[config.mk]
export PLATFORM = sky130hd
export DESIGN_NAME = axi_lite_apb_bridge_n
export DESIGN_NICKNAME = d
export VERILOG_FILES = /design/src/rtl/axi_lite_apb_bridge_n.sv
export SDC_FILE = /design/constraint.sdc
export NUM_CORES = 1
export LEC_CHECK = 0
export ABC_CLOCK_PERIOD_IN_PS = 2100
export BUFFER_PORTS_ARGS = -buffer_cell sky130_fd_sc_hd__buf_2
export CAP_MARGIN = 20
export CELL_PAD_IN_SITES_DETAIL_PLACEMENT = 1
export CELL_PAD_IN_SITES_GLOBAL_PLACEMENT = 2
export CORE_MARGIN = 5
export CORE_UTILIZATION = 23
export DETAILED_ROUTE_END_ITERATION = 8
export PLACE_DENSITY_LB_ADDON = 0.15
export SKIP_CTS_REPAIR_TIMING = 1
export SLEW_MARGIN = 20
export SYNTH_ARGS = -nofsm -noshare
export SYNTH_HDL_FRONTEND = slang
export SYNTH_SLANG_ARGS = --single-unit
[constraint.sdc]
create_clock -name clk -period 2.1 [get_ports clk]
set_input_delay 0.525 -clock clk [delete_from_list [all_inputs] [get_ports clk]]
set_output_delay 0.525 -clock clk [all_outputs]
set_load 0.005 [all_outputs]
[src/rtl/axi_lite_apb_bridge_n.sv]
// AXI-Lite slave to N-port APB3/APB4 master bridge with a uniform slot map,
// read/write round-robin arbitration, PREADY timeout and DECERR for unmapped addresses.
module axi_lite_apb_bridge_n #(
   parameter int          apb_slave_n       = 4,
   parameter logic [31:0] apb_base_addr     = 32'h4000_0000,
   parameter int          apb_slot_log2     = 12,
   parameter int          pready_timeout_th = 64,
   parameter int          simulation_delay  = 0
) (
   input  logic                      clk,
   input  logic                      rst,
   input  logic [31:0]               s_axi_araddr,
   input  logic                      s_axi_arvalid,
   output logic                      s_axi_arready,
   output logic [31:0]               s_axi_rdata,
   output logic [1:0]                s_axi_rresp,
   output logic                      s_axi_rvalid,
   input  logic                      s_axi_rready,
   input  logic [31:0]               s_axi_awaddr,
   input  logic                      s_axi_awvalid,
   output logic                      s_axi_awready,
   input  logic [31:0]               s_axi_wdata,
   input  logic [3:0]                s_axi_wstrb,
   input  logic                      s_axi_wvalid,
   output logic                      s_axi_wready,
   output logic [1:0]                s_axi_bresp,
   output logic                      s_axi_bvalid,
   input  logic                      s_axi_bready,
   output logic [31:0]               m_apb_paddr,
   output logic                      m_apb_pwrite,
   output logic                      m_apb_penable,
   output logic [3:0]                m_apb_pstrb,
   output logic [31:0]               m_apb_pwdata,
   output logic [2:0]                m_apb_pprot,
   output logic [apb_slave_n-1:0]    m_apb_psel,
   input  logic [apb_slave_n-1:0]    m_apb_pready,
   input  logic [apb_slave_n-1:0]    m_apb_pslverr,
   input  logic [32*apb_slave_n-1:0] m_apb_prdata,
   output logic                      timeout_flag,
   output logic [1:0]                fsm_state
);

   localparam int IW = (apb_slave_n > 1) ? $clog2(apb_slave_n) : 1;

   typedef enum logic [1:0] {IDLE, SETUP, ACCESS, RESP} state_t;

   state_t        state, next_state;
   logic          last_read, is_write;
   logic [IW-1:0] idx_q;
   logic [31:0]   wait_cnt;
   logic [1:0]    resp_q;
   logic [31:0]   rdata_q;

   logic          rd_req, wr_req, grant_read, grant_write, handshake, hit;
   logic [31:0]   req_addr, offset, slot;
   logic          sel_pready, sel_pslverr, timeout_hit;
   logic [31:0]   sel_prdata;

   // The delay parameter only affects behavioural models; it has no hardware meaning here.
   logic [31:0]   unused_sim_delay;
   assign unused_sim_delay = simulation_delay;

   // Round-robin: with both kinds pending, the kind not granted last wins; read wins after reset.
   always_comb begin
      rd_req        = s_axi_arvalid;
      wr_req        = s_axi_awvalid && s_axi_wvalid;
      grant_write   = wr_req && (!rd_req || last_read);
      grant_read    = rd_req && !grant_write;
      s_axi_arready = !rst && (state == IDLE) && grant_read;
      s_axi_awready = !rst && (state == IDLE) && grant_write;
      s_axi_wready  = s_axi_awready;
      handshake     = s_axi_arready || s_axi_awready;
      req_addr      = grant_write ? s_axi_awaddr : s_axi_araddr;
      offset        = req_addr - apb_base_addr;
      slot          = offset >> apb_slot_log2;
      hit           = (req_addr >= apb_base_addr) && (slot < 32'(apb_slave_n));
   end

   always_comb begin
      sel_pready  = m_apb_pready[idx_q];
      sel_pslverr = m_apb_pslverr[idx_q];
      sel_prdata  = m_apb_prdata[32*idx_q +: 32];
      timeout_hit = (pready_timeout_th != 0) && (wait_cnt == 32'(pready_timeout_th - 1));
   end

   always_ff @(posedge clk) begin
      if (rst) state <= IDLE;
      else     state <= next_state;
   end

   always_comb begin
      next_state = state;
      case (state)
         IDLE:    if (handshake) next_state = hit ? SETUP : RESP;
         SETUP:   next_state = ACCESS;
         ACCESS:  if (sel_pready || timeout_hit) next_state = RESP;
         RESP:    if (is_write ? s_axi_bready : s_axi_rready) next_state = IDLE;
         default: next_state = IDLE;
      endcase
   end

   always_comb begin
      s_axi_rvalid  = (state == RESP) && !is_write;
      s_axi_bvalid  = (state == RESP) && is_write;
      s_axi_rdata   = rdata_q;
      s_axi_rresp   = resp_q;
      s_axi_bresp   = resp_q;
      m_apb_penable = (state == ACCESS);
      m_apb_pprot   = 3'b000;
      fsm_state     = state;
      for (int i = 0; i < apb_slave_n; i++)
         m_apb_psel[i] = ((state == SETUP) || (state == ACCESS)) && (idx_q == IW'(i));
   end

   // APB address/data only change on a mapped grant, so they hold their last value otherwise.
   always_ff @(posedge clk) begin
      if (rst) begin
         last_read    <= 1'b0;
         is_write     <= 1'b0;
         idx_q        <= '0;
         wait_cnt     <= '0;
         resp_q       <= 2'b00;
         rdata_q      <= '0;
         m_apb_paddr  <= '0;
         m_apb_pwrite <= 1'b0;
         m_apb_pwdata <= '0;
         m_apb_pstrb  <= '0;
         timeout_flag <= 1'b0;
      end else begin
         timeout_flag <= 1'b0;
         case (state)
            IDLE: if (handshake) begin
               last_read <= grant_read;
               is_write  <= grant_write;
               wait_cnt  <= '0;
               if (hit) begin
                  idx_q        <= slot[IW-1:0];
                  m_apb_paddr  <= req_addr;
                  m_apb_pwrite <= grant_write;
                  m_apb_pstrb  <= grant_write ? s_axi_wstrb : 4'b0000;
                  if (grant_write) m_apb_pwdata <= s_axi_wdata;
               end else begin
                  resp_q  <= 2'b11;
                  rdata_q <= '0;
               end
            end
            ACCESS: begin
               if (sel_pready) begin
                  rdata_q <= sel_prdata;
                  resp_q  <= sel_pslverr ? 2'b10 : 2'b00;
               end else if (timeout_hit) begin
                  timeout_flag <= 1'b1;
                  resp_q       <= 2'b10;
                  rdata_q      <= 32'hDEAD_BEEF;
               end else begin
                  wait_cnt <= wait_cnt + 32'd1;
               end
            end
            default: ;
         endcase
      end
   end

endmodule

After elaboration in Yosys (flattened, before gate mapping)
Index checks and enable logic that the tools add are counted.

cells by class
  add/subtract/negate cells = 2
  $lt $le $gt $ge = 3
  eq/ne operators = 14
  shift operators = 1
  mux-type cells = 28
  bitwise gates (word level) = 1
  reductions and logical operators = 31

operators with widths
  cell                                                                      count
  32-bit two-way mux                                                        8
  32-bit case mux with 2 select lines                                       2
  128-bit by 8-bit variable part select with 32-bit output                  1
  32-bit by 1-bit adder with 32-bit output (second input constant)          1
  32-bit by 6-bit equality test with 1-bit output (second input constant)   1
  32-bit by 31-bit >= comparator with 1-bit output (second input constant)  1
  32-bit by 31-bit subtractor with 32-bit output (second input constant)    1
  20-bit by 3-bit < comparator with 1-bit output (second input constant)    1
  2-bit two-way mux                                                         9
  1-bit logical AND                                                         13
  4-bit AND reduction                                                       3
  2-bit != test (second input constant)                                     5
  2-bit equality test (second input constant)                               4
  2-bit case mux with 4 select lines                                        1
  3-bit AND reduction                                                       2
  1-bit binary-select mux with 2-bit select                                 2
  2-bit by 1-bit equality test with 1-bit output (second input constant)    2
  1-bit logical NOT                                                         4
  2-bit logical NOT                                                         2
  1-bit logical OR                                                          4
  1-bit two-way mux                                                         4
  4-bit two-way mux                                                         1
  2-bit case mux with 2 select lines                                        1
  2-bit by 3-bit < comparator with 1-bit output (second input constant)     1
  6 further kinds                                                           6

word-level totals
  register bits = 142
  bits of input ports = 243
  output and inout bits = 121
  logic and storage cells = 92

Longest topological paths before layout
  depth after elaboration = 10
  gate-level depth with buffers = 9
  mapped depth without buffers = 7

Worst setup path before layout
Ideal clock, no wire load.

  kind = input -> register
  start point = input s_axi_awaddr[25]
  end point = register m_apb_paddr[10]
  setup time = 0.070 ns
  arrival time = 2.026 ns
  required time = 2.030 ns
  path slack = 0.004 ns
  stages on the path = 7
  path buffers = 2
  cell sequence = nor4_1 nand4b_1 o32a_1 buf_2 clkbuf_1 a211o_1 a21oi_1

on the way
  cells in the longest elaborated chain, start to end = 5
  elaborated cells between the ends (all ways) = 6
  those cells by class = 1 x add/sub; 2 x order compare; 1 x mux; 2 x reduce/logical

RTL lines
  what                                            RTL line  RTL
  from (decl)                                     19        input logic [31:0] s_axi_awaddr,
  32-bit two-way mux *                            73        req_addr = grant_write ? s_axi_awaddr : s_axi_araddr;
  32-bit by 31-bit subtractor with 32-bit output  74        offset = req_addr - apb_base_addr;
  20-bit by 3-bit < comparator with 1-bit output  76        hit = (req_addr >= apb_base_addr) && (slot < 32'(apb_slave_n));
  1-bit logical AND *                             76
  3-bit AND reduction (no line) *                 n/a
  to (signal assigned)                            138       m_apb_paddr <= req_addr;
  to (decl)                                       29        output logic [31:0] m_apb_paddr,

Mark *: on every way between the ends. The rest lies on a longest branch, timed or not.
A chain may end at the register's enable or synchronous reset.

==> results.toml <==
[status]
status = "finished, final reports clean"

[logic_synthesis]
yosys.area.top_type = "dfxtp_1"
synth.top_cells.by_count = "dfxtp_1 (140), nand2_1 (84), a21oi_1 (69)"
synthDominantCellAreaShare = 0.3957
synth-edff-count = 0
yosysMostFrequentCell = "dfxtp_1"
synth-seq-area-share = 0.3957
synth_area_leaders = "dfxtp_1 (40%), mux4_2 (11%), mux2i_1 (5.2%)"
ys.flop_type = "dfxtp_1"
ys_async_sr_fraction = 0
ys_ff_latch = 140
ys_types = 52
synth.cell_area_um2 = 7083
syn_avg_cell_area_um2 = 9.163
synth_cells = 773
yosysWarningCount = 0

[drt]
wl_met2_um = 14960
post_drt_wl_per_cell_um = 19.35
num_vias = 7644
firstDrtPassIters = 4
viasPerCell = 4.850
dr_wl_met3_um = 2518
first_iter_violations = 223
drt-met1-wl_um = 12630
drc = 0
wl_um = 30500
ant_nets = 0
maxUsedRoutingLayer = "met5"

[clocking]
cts_made_buffers = 17
clock_path_buffers = 2
htree_levels = 4
clock-root-buffer = "clkbuf_16"
cts_tree = "built"
cts.sinks = 140
insertion_delay_ns = 0.43
clk_pin_slew_worst_paths_ns = 0.06

[worst_setup_path]
critPathLaunchType = "flip-flop"
endpoint_kind = "flip-flop"
ff2ff_path_depth = 6
arrival_ns = 2.38
r2r_slack_ns = 0.05
reg2reg_from = "m_apb_paddr[12]"
cpMaxStageDelayCell = "mux4_2"
worstPathCellList = "mux4_2 -> buf_4 -> and2_1 -> nor2_1 -> a31oi_1 -> a311oi_1"
criticalPathCategory = "flip-flop to flip-flop"
path_max_fanout = 8
cpPeakStageDelay_ns = 0.57
required_ns = 2.43
r2r-end = "wait_cnt[2]"

[power]
powerDensity_nw_per_um2 = 769.2
leakage_nw = 4.429
vdd_drop_max_mv = 0.5118
power.total_w = 0.008133

[global_routing]
grt.overflow.total = 0
grt_max_degree = 66
antenna_found_initial = 10
grt_pass1_vias = 8048
globalRouteTotalUtil = 0.1714
grt_pass1_wl_um = 45770

[cells_and_area]
nFillCells = 3648
multi_input_area_um2 = 4069
area_growth_pct = 49.28
final_util = 0.3466
final_nets = 1414
stdcell_area_um2 = 10570
fin_cells = 1576
drive_gt1_frac = 0.4593
ff_latch_area_um2 = 2810

[floorplanning]
start_util = 0.2322
core-area_um2 = 30510
row_count = 64
ioPinCount = 364
dieArea_um2 = 34400
die_y_um = 185.5
die-width_um = 185.5

[sta]
slew_violations = 0
fin_crit_sh = 0.9766
setup_viol = 0
hold_ws_ns = 0.3169
finalCriticalPeriod_ns = 2.051
final-hold-violation-count = 0
skew_ns = 0.01282
fmax_mhz = 487.6
grt_setup_unrepaired = "true"

[placed_design]
port_buffers = 360
place_congestion = 0.7623
postPlaceCellArea_um2 = 9833
place_hpwl_um = 23670
dp_cells = 1541

[hold_path]
hold_end = "m_apb_pstrb[1]"
hold_depth = 2
hp-class = "input port to flip-flop"
hp-start = "s_axi_wstrb[1]"

[run]
cap_violations = 0
-- area by class of cell --
cell class | count | area share
Sequential cell | 140 | 0.2658
Tap cell | 396 | 0.04686
Multi-Input combinational cell | 558 | 0.3848
Timing Repair Buffer | 443 | 0.2458
Clock inverter | 13 | 0.01361
Inverter | 6 | 0.002130
Clock buffer | 18 | 0.04059
Antenna cell | 2 | 0.0004733
-- sequential cells by signal, indices dropped and copies added, names as in the netlist, 2 cells and up --
register	flops
s_axi_rdata	32
m_apb_pstrb	4
wait_cnt	32
m_apb_paddr	32
fsm_state	2
s_axi_bresp	2
m_apb_pwdata	32
-- critical path, delay by kind of cell (launching register included) --
family | cells | cell delay, ns
AO/OA/AOI/OAI | 2 | 0.37
buffers and inverters | 1 | 0.17
flip-flops | 1 | 0.37
multiplexers | 1 | 0.57
AND/OR/NAND/NOR | 2 | 0.49
-- metrics by stage --
stage / setup TNS [ns] / worst slack, ns
final: 0 / 0.04915
after global routing: -0.05974 / -0.02554
after CTS: -0.8868 / -0.2882
after detailed placement: -43.40 / -0.4454
after global placement: -44.13 / -0.4485
after floorplan: 0 / 0.003985
-- metal layers --
metal / up-vias / global-route usage
met3: 35 / 0.06195
li1: 3670 / -
met2: 244 / 0.3013
met5: - / 0
met1: 3683 / 0.2014
met4: 12 / 0.03553
-- worst max path at each step --
stage | startpoint | endpoint | slack (ns) | cells after the start
2_1_floorplan | s_axi_awaddr[25] | m_apb_paddr[10] | 0.004 | 7
4_1_cts | fsm_state[0] | s_axi_awready | -0.29 | 6
6_report | m_apb_paddr[12] | wait_cnt[2] | 0.05 | 6
3_5_place_dp | s_axi_awaddr[29] | s_axi_rdata[9] | -0.45 | 8
3_3_place_gp | s_axi_awaddr[29] | s_axi_rdata[2] | -0.45 | 8
5_1_grt | m_apb_paddr[12] | wait_cnt[2] | -0.03 | 6
-- cell usage in the layout (no fill, tap or decap), types with 4 or more instances in the layout --
master / count
a211o_1: 14
a21oi_1: 68
a22o_1: 4
a31oi_1: 4
and2_1: 23
and3_1: 6
and4_1: 8
buf_12: 11
buf_2: 360
buf_4: 66
buf_6: 5
clkbuf_16: 18
clkinvlp_4: 4
dfxtp_1: 136
mux2i_1: 37
mux4_2: 34
nand2_1: 83
nand3_1: 50
nand4_1: 14
nor2_1: 19
nor3_1: 6
nor4_1: 18
o211ai_1: 25
o21a_1: 4
o21ai_0: 54
o31ai_1: 9
or2_2: 4
or3_1: 8
or4_1: 10
xnor2_1: 7
-- logic make-up after synthesis --
logic type / synth area share
and+or+nand+nor: 0.2028
AOI/OAI and AO/OA: 0.1715
DFF: 0.3957
buffers and inverters: 0.05034
muxes: 0.1604
xor gates and xnor gates: 0.009893
adders and majority gates: 0.008832
other: 0.0005294
-- report_power, final --
| group | switching [W] | internal, W |
|---|---|---|
| registers | 0.0000839 | 0.00279 |
| logic | 0.00119 | 0.00107 |
| clock network | 0.00125 | 0.00175 |
Note: power is estimated with default switching activity, not from simulation.
